File: src/rtl/sync_fifo.sv
// Single-clock FIFO with a registered read port and occupancy counter.
// Flags are decoded from the counter, so empty and full can never both be high.
module sync_fifo #(
    parameter int unsigned BUF_WIDTH  = 3,
    parameter int unsigned DATA_WIDTH = 8
) (
    input  logic                  clk,
    input  logic                  rst,
    input  logic [DATA_WIDTH-1:0] buf_in,
    input  logic                  wr_en,
    input  logic                  rd_en,
    output logic [DATA_WIDTH-1:0] buf_out,
    output logic                  buf_empty,
    output logic                  buf_full,
    output logic [BUF_WIDTH:0]    fifo_counter
);

    localparam int unsigned          Depth     = 2 ** BUF_WIDTH;
    localparam logic [BUF_WIDTH:0]   FullCount = (BUF_WIDTH + 1)'(Depth);
    localparam logic [BUF_WIDTH:0]   CntOne    = (BUF_WIDTH + 1)'(1);
    localparam logic [BUF_WIDTH-1:0] PtrOne    = BUF_WIDTH'(1);

    logic [DATA_WIDTH-1:0] mem_q [Depth];
    logic [BUF_WIDTH-1:0]  wr_ptr_q, wr_ptr_d;
    logic [BUF_WIDTH-1:0]  rd_ptr_q, rd_ptr_d;
    logic [BUF_WIDTH:0]    count_q, count_d;
    logic [DATA_WIDTH-1:0] out_q, out_d;
    logic                  wr_acc, rd_acc;

    assign buf_empty    = (count_q == '0);
    assign buf_full     = (count_q == FullCount);
    assign fifo_counter = count_q;
    assign buf_out      = out_q;

    // Acceptance uses pre-edge flags: empty blocks the read, full blocks the write.
    assign wr_acc = wr_en && !buf_full;
    assign rd_acc = rd_en && !buf_empty;

    always_comb begin
        wr_ptr_d = wr_ptr_q;
        rd_ptr_d = rd_ptr_q;
        count_d  = count_q;
        out_d    = out_q;
        if (wr_acc) begin
            wr_ptr_d = wr_ptr_q + PtrOne;
        end
        if (rd_acc) begin
            rd_ptr_d = rd_ptr_q + PtrOne;
            out_d    = mem_q[rd_ptr_q];
        end
        unique case ({wr_acc, rd_acc})
            2'b10:   count_d = count_q + CntOne;
            2'b01:   count_d = count_q - CntOne;
            default: count_d = count_q;
        endcase
    end

    always_ff @(posedge clk or posedge rst) begin
        if (rst) begin
            wr_ptr_q <= '0;
            rd_ptr_q <= '0;
            count_q  <= '0;
            out_q    <= '0;
        end else begin
            wr_ptr_q <= wr_ptr_d;
            rd_ptr_q <= rd_ptr_d;
            count_q  <= count_d;
            out_q    <= out_d;
        end
    end

    // Storage is deliberately left out of reset.
    always_ff @(posedge clk) begin
        if (wr_acc) begin
            mem_q[wr_ptr_q] <= buf_in;
        end
    end

endmodule

File: config.mk
export PLATFORM = sky130hd
export DESIGN_NAME = sync_fifo
export DESIGN_NICKNAME = d
export VERILOG_FILES = /design/src/rtl/sync_fifo.sv
export SDC_FILE = /design/constraint.sdc
export NUM_CORES = 1
export LEC_CHECK = 0
export CAP_MARGIN = 20
export CORE_MARGIN = 3
export CORE_UTILIZATION = 55
export CTS_BUF_LIST = sky130_fd_sc_hd__clkbuf_8
export DETAILED_ROUTE_END_ITERATION = 12
export PLACE_DENSITY = 0.82
export SLEW_MARGIN = 20
export SYNTH_ARGS = -nofsm -noshare
export SYNTH_HDL_FRONTEND = slang
export SYNTH_SLANG_ARGS = --single-unit
File: constraint.sdc
create_clock -name clk -period 3.35 [get_ports clk]
set_input_delay 0.67 -clock clk [delete_from_list [all_inputs] [get_ports clk]]
set_output_delay 0.67 -clock clk [all_outputs]
set_load 0.03 [all_outputs]
## Word-level counts from Yosys, hierarchy flattened

Memory sizes are Yosys's and may differ from the RTL's. A register that Yosys moved wholly into a read port is not among the register bits.
Index checks and enable logic that the tools add are counted.

- Register bits after elaboration: 10
- Bits in writable memories: 64
- Input bits: 12
- Output and inout port bits: 14
- Logic and storage cells: 20
- Memories kept: 1

- $add $sub $neg: 4
- Equal/unequal tests: 3
- Multiplexer cells: 3
- Reduce and logical (&&, ||, !) cells: 6

Memory list:

| name | words | width | rd ports | clocked after Yosys merged registers in | write ports | RTL line | RTL |
|---|---|---|---|---|---|---|---|
| mem_q | 8 | 8 | 1 | 1 | 1 | 23 | `logic [DATA_WIDTH-1:0] mem_q [Depth];` |

Operators by type and width:

| kind | number |
|---|---|
| case mux 4 bit (2 select lines) | 1 |
| adder 3 x 1 -> 3 bit (second input constant) | 2 |
| adder 4 x 1 -> 4 bit (second input constant) | 1 |
| == test 4 bit (second input constant) | 1 |
| zero test 4 bit | 1 |
| subtractor 4 x 1 -> 4 bit (second input constant) | 1 |
| == test 2 x 1 -> 1 bit (second input constant) | 1 |
| == test 2 bit (second input constant) | 1 |
| logical AND 1 bit | 2 |
| zero test 1 bit | 2 |
| 2-to-1 mux 1 bit | 2 |
| nonzero test 2 bit | 1 |

## Logic depth before layout (Yosys ltp)

Gate-level depths: netlist (run 1).

- Word-level depth: 5
- Mapped depth: 10
- Mapped depth without buffers: 9

## Worst setup path after synthesis (run 1)

OpenSTA, ideal clock, no wires.

- Path kind: register to register
- Start point: register count_q[0], in the netlist fifo_counter[0]
- End point: register count_q[3], in the netlist fifo_counter[3]
- Setup time: 0.127 ns
- Arrival: 2.554 ns
- Required time: 3.223 ns
- Slack: 0.669 ns
- Cell stages (with the launch flop): 10
- Path buffers: 1
- Period minus slack after synthesis: 2.681 ns
- Path through: dfrtp_1 -> buf_6 -> o41ai_4 -> inv_2 -> ha_1 -> ha_1 -> a21o_2 -> a2111oi_0 -> nand4b_1 -> nand3_1

- Longest elaborated chain between the ends: 5
- Elaborated cells between the ends (all ways): 12
- Those cells by class: 2 x add/sub; 3 x eq/ne; 1 x mux; 6 x reduce/logical

Ends and longest elaborated chain:

| element | RTL line | RTL |
|---|---|---|
| from (decl) | 26 | `logic [BUF_WIDTH:0] count_q, count_d;` |
| from (signal assigned) | 67 | `count_q <= count_d;` |
| zero test 4 bit (*) | 30 | `assign buf_empty = (count_q == '0);` |
| zero test 1 bit (*) | 37 | `assign rd_acc = rd_en && !buf_empty;` |
| logical AND 1 bit (*) | 37 |  |
| via rd_acc | 28 | `logic wr_acc, rd_acc;` |
| == test 2 x 1 -> 1 bit or == test 2 bit (tied branches) | 51 | `unique case ({wr_acc, rd_acc})` |
| case mux 4 bit (2 select lines) or nonzero test 2 bit (tied branches) | n/a |  |

Mark *: on every way through the listed nets, which the timed path passes. The rest lies on a longest branch.
A chain may end at the register's enable or synchronous reset.

## Worst setup path after layout (run 1)

Same ends and word-level chain as after synthesis.

==> results of run 1 <==
power breakdown:
group	total (mW)	internal [mW]	switching (mW)
clock	0.710	0.382	0.328
sequential	1.48	1.33	0.153
combinational	1.30	0.571	0.729
layout make-up:
type / instances / share of cell area, %
clock buffers: 11 / 3.84
clock inverters: 5 / 1.39
inverters: 6 / 0.571
multi-input cells: 121 / 23.3
flip-flops and latches: 82 / 60.1
well taps: 75 / 2.38
repair buffers: 36 / 8.43
per-stage QoR:
| step | cell area [um^2] | total power [mW] | setup slack (ns) | utilization (%) |
|---|---|---|---|---|
| after detailed placement | 3740 | 2.82 | 0.323 | 62.8 |
| after global routing | 3950 | 3.71 | 0.0482 | 66.3 |
| final | 3950 | 3.49 | 0.317 | 66.3 |
| after floorplan | 3400 | 2.44 | 0.669 | - |
| after global placement | 3740 | 2.76 | 0.440 | 62.8 |
| after CTS | 3950 | 3.53 | 0.311 | 66.3 |
synthesized netlist by cell type (5+ instances only):
| cell type | instances |
|---|---|
| nor2_1 | 8 |
| o22ai_1 | 8 |
| o21ai_1 | 8 |
| mux2_2 | 16 |
| nand2_1 | 24 |
| dfrtp_1 | 18 |
| edfxtp_1 | 64 |
| ha_1 | 5 |
| inv_1 | 5 |
| a221o_1 | 8 |
| mux2i_1 | 17 |
layer usage:
layer	routed length (um)	GRT usage, %
met3	267	3.34
met2	3110	29.6
met1	2460	23.3
met4	145	8.92
met5	0	0
logic make-up (layout without fill, tap and decap cells):
family	after synthesis	after routing	share of synthesized area, %
flops	82	82	69.7
compound gates	30	30	6.84
mux	33	33	10.3
simple gates	47	47	6.18
buf+inv	15	58	3.24
xor+xnor	5	5	1.29
fa+ha+maj	6	6	2.43
flip-flops by register name, indices dropped and copies added (netlist names):
signal and flops:
buf_out 8, wr_ptr_q 3, mem_q 64, rd_ptr_q 3, fifo_counter 4
final timing paths:
path / from / to / slack (ns) / depth (start not counted)
min in group asynchronous: rst / fifo_counter[1]$_DFFE_PP0P_ / 0.74 / 2
max reg2reg: fifo_counter[0]$_DFFE_PP0P_ / fifo_counter[3]$_DFFE_PP0P_ / 0.32 / 8
min reg2reg: buf_out[6]$_DFFE_PP0P_ / buf_out[6]$_DFFE_PP0P_ / 0.49 / 2
min: buf_out[6]$_DFFE_PP0P_ / buf_out[6]$_DFFE_PP0P_ / 0.49 / 2
max: fifo_counter[0]$_DFFE_PP0P_ / fifo_counter[3]$_DFFE_PP0P_ / 0.32 / 8
max in group asynchronous: rst / buf_out[0]$_DFFE_PP0P_ / 2.17 / 2
tightest hold or removal path, cell delays in order, from the launching register on:
cell and delay, ns:
dfrtp_1 0.34, nand2_1 0.05, o21ai_1 0.06
==> results.tsv, run 1 <==
stage	metric	value	unit
cells_and_area	Finished Layout Cells	336	
place	Inst Count DP	320	
critical_path	Startpoint Class	register	
timing	Final Hold Viols	0	
global_routing	number of global-route vias before repair	1878	
cells_and_area	share of cells above drive strength 1	17.2	%
clock_tree	Root Driver	clkbuf_8	
timing	unrepaired setup endpoints after global routing	no	
yosys	Syn Area/Cell	15.6	um^2
cells_and_area	fin nets	274	
critical_path	CP arrival	3.26	ns
cells_and_area	Area growth syn-to-layout	16.0	%
drt	DRT iter0 DRCs	125	
floorplanning	die area	0.00716	mm^2
drt	First-pass DRT Iterations	4	
critical_path	Crit Path Category	reg2reg	
clock_tree	hold_buf cts	0	
clock_tree	clock latency on the worst-skew pair	0.34	ns
critical_path	Critical path buffers and inverters	1	
yosys	ys flop type	edfxtp_1	
global_routing	gr ovfl total	0	
clock_tree	CTS tree	built	
place	PortBufs	25	
yosys	Netlist Area Pre-Place	0.00340	mm^2
run_status	run status	finished, final reports clean	
global_routing	largest net degree at the start of global routing	35	
yosys	Seq cells post-synth	82	
floorplanning	Die Y	84.6	um
global_routing	gr usage total	18.1	%
yosys	Post-synth EDFFs	64	
drt	post-route ant nets	0	
power_and_ir_drop	maximum VDD drop	0.643	mV
timing	max frequency	330	MHz
timing	min Tclk post-route	3.03	ns
floorplanning	core footprint	0.00596	mm^2
critical_path	cell family with most CP delay	compound AO/OA/AOI/OAI gates	
drt	drt wl/cell	17.8	um
critical_path	Critical-path top delay cell	o41ai_4	
yosys	Synth async-reset ratio	22.0	%
critical_path	Top cell by count, worst path	ha_1	
clock_tree	CTS sink cnt	82	
cells_and_area	most frequent cells in the layout	64 x edfxtp_1, 25 x clkdlybuf4s50_1, 24 x nand2_1, 18 x dfrtp_1, 17 x mux2i_1	
cells_and_area	most common cell after layout, fill and taps aside	edfxtp_1	
critical_path	crit-path max FO	19	
critical_path	CP cell instances	o41ai_4 -> inv_2 -> ha_1 -> ha_1 -> a21o_2 -> a2111oi_0 -> nand4b_1 -> nand3_1	
drt	final WL	5990	um
clock_tree	CTS Buf Count	9	
yosys	yosys warns	0	
timing	Slew HR	35.7	%
clock_tree	Clock Path Buffers	2	
cells_and_area	Filler cells	435	
yosys	synthesized instance count	218	
timing	Worst-Margin Slew	0.961	ns
yosys	top cells by area, synth	edfxtp_1 56%, dfrtp_1 13%, mux2_2 5.3%, mux2i_1 5.0%, nand2_1 2.6%	
yosys	Yosys top cell by area	edfxtp_1	
timing	total negative slack	0	ns
clock_tree	setup bufs post-CTS	0	
critical_path	CP max stage delay	0.94	ns
place	GP Congestion	0.769	
critical_path	Crit. End Element	register	
clock_tree	clk slew on worst S/H paths	0.08	ns
power_and_ir_drop	Leak	1.47	nW
yosys	Yosys cell types	35	
clock_tree	H-Tree Depth	3	
place	post-DP HPWL	4050	um
timing	clk_skew	0.00520	ns
flow_run	Max-cap violations	0	
timing	final hold slack	0.491	ns
timing	Final period util	90.5	%
clock_tree	# resized after CTS	0	
drt	Via density	5.67	
critical_path	CP Data Required Time	3.57	ns
cells_and_area	storage element area	0.00237	mm^2
min_path	worst min-delay path category	reg2reg	
drt	Vias	1905	
yosys	Synthesized Nets	236	
timing	Max Transition Viols Final	0	
power_and_ir_drop	PwrDens	885	mW/mm^2
floorplanning	I/O pin total	26	
cells_and_area	# diodes	0	
yosys	Seq/Total Area, Yosys	69.7	%
cells_and_area	multi-input logic area	920	um^2
yosys	Yosys top cell area share	56.5	%
global_routing	first-pass GRT wire length	9620	um
drt	detailed-route DRC error count	0	
floorplanning	row cnt	28	
timing	Setup-failing EPs final	0	
floorplanning	die width	84.6	um
global_routing	initial antenna violation count	0	
floorplanning	Initial Utilization	57.1	%
No activity file was read; power rests on OpenSTA's default activity.
==> run 2, diff against run 1 <==
Settings changed: TNS_END_PERCENT from default to 1.
==> results of run 2 <==
Final layout, timing and power as in run 1 (identical DEF).
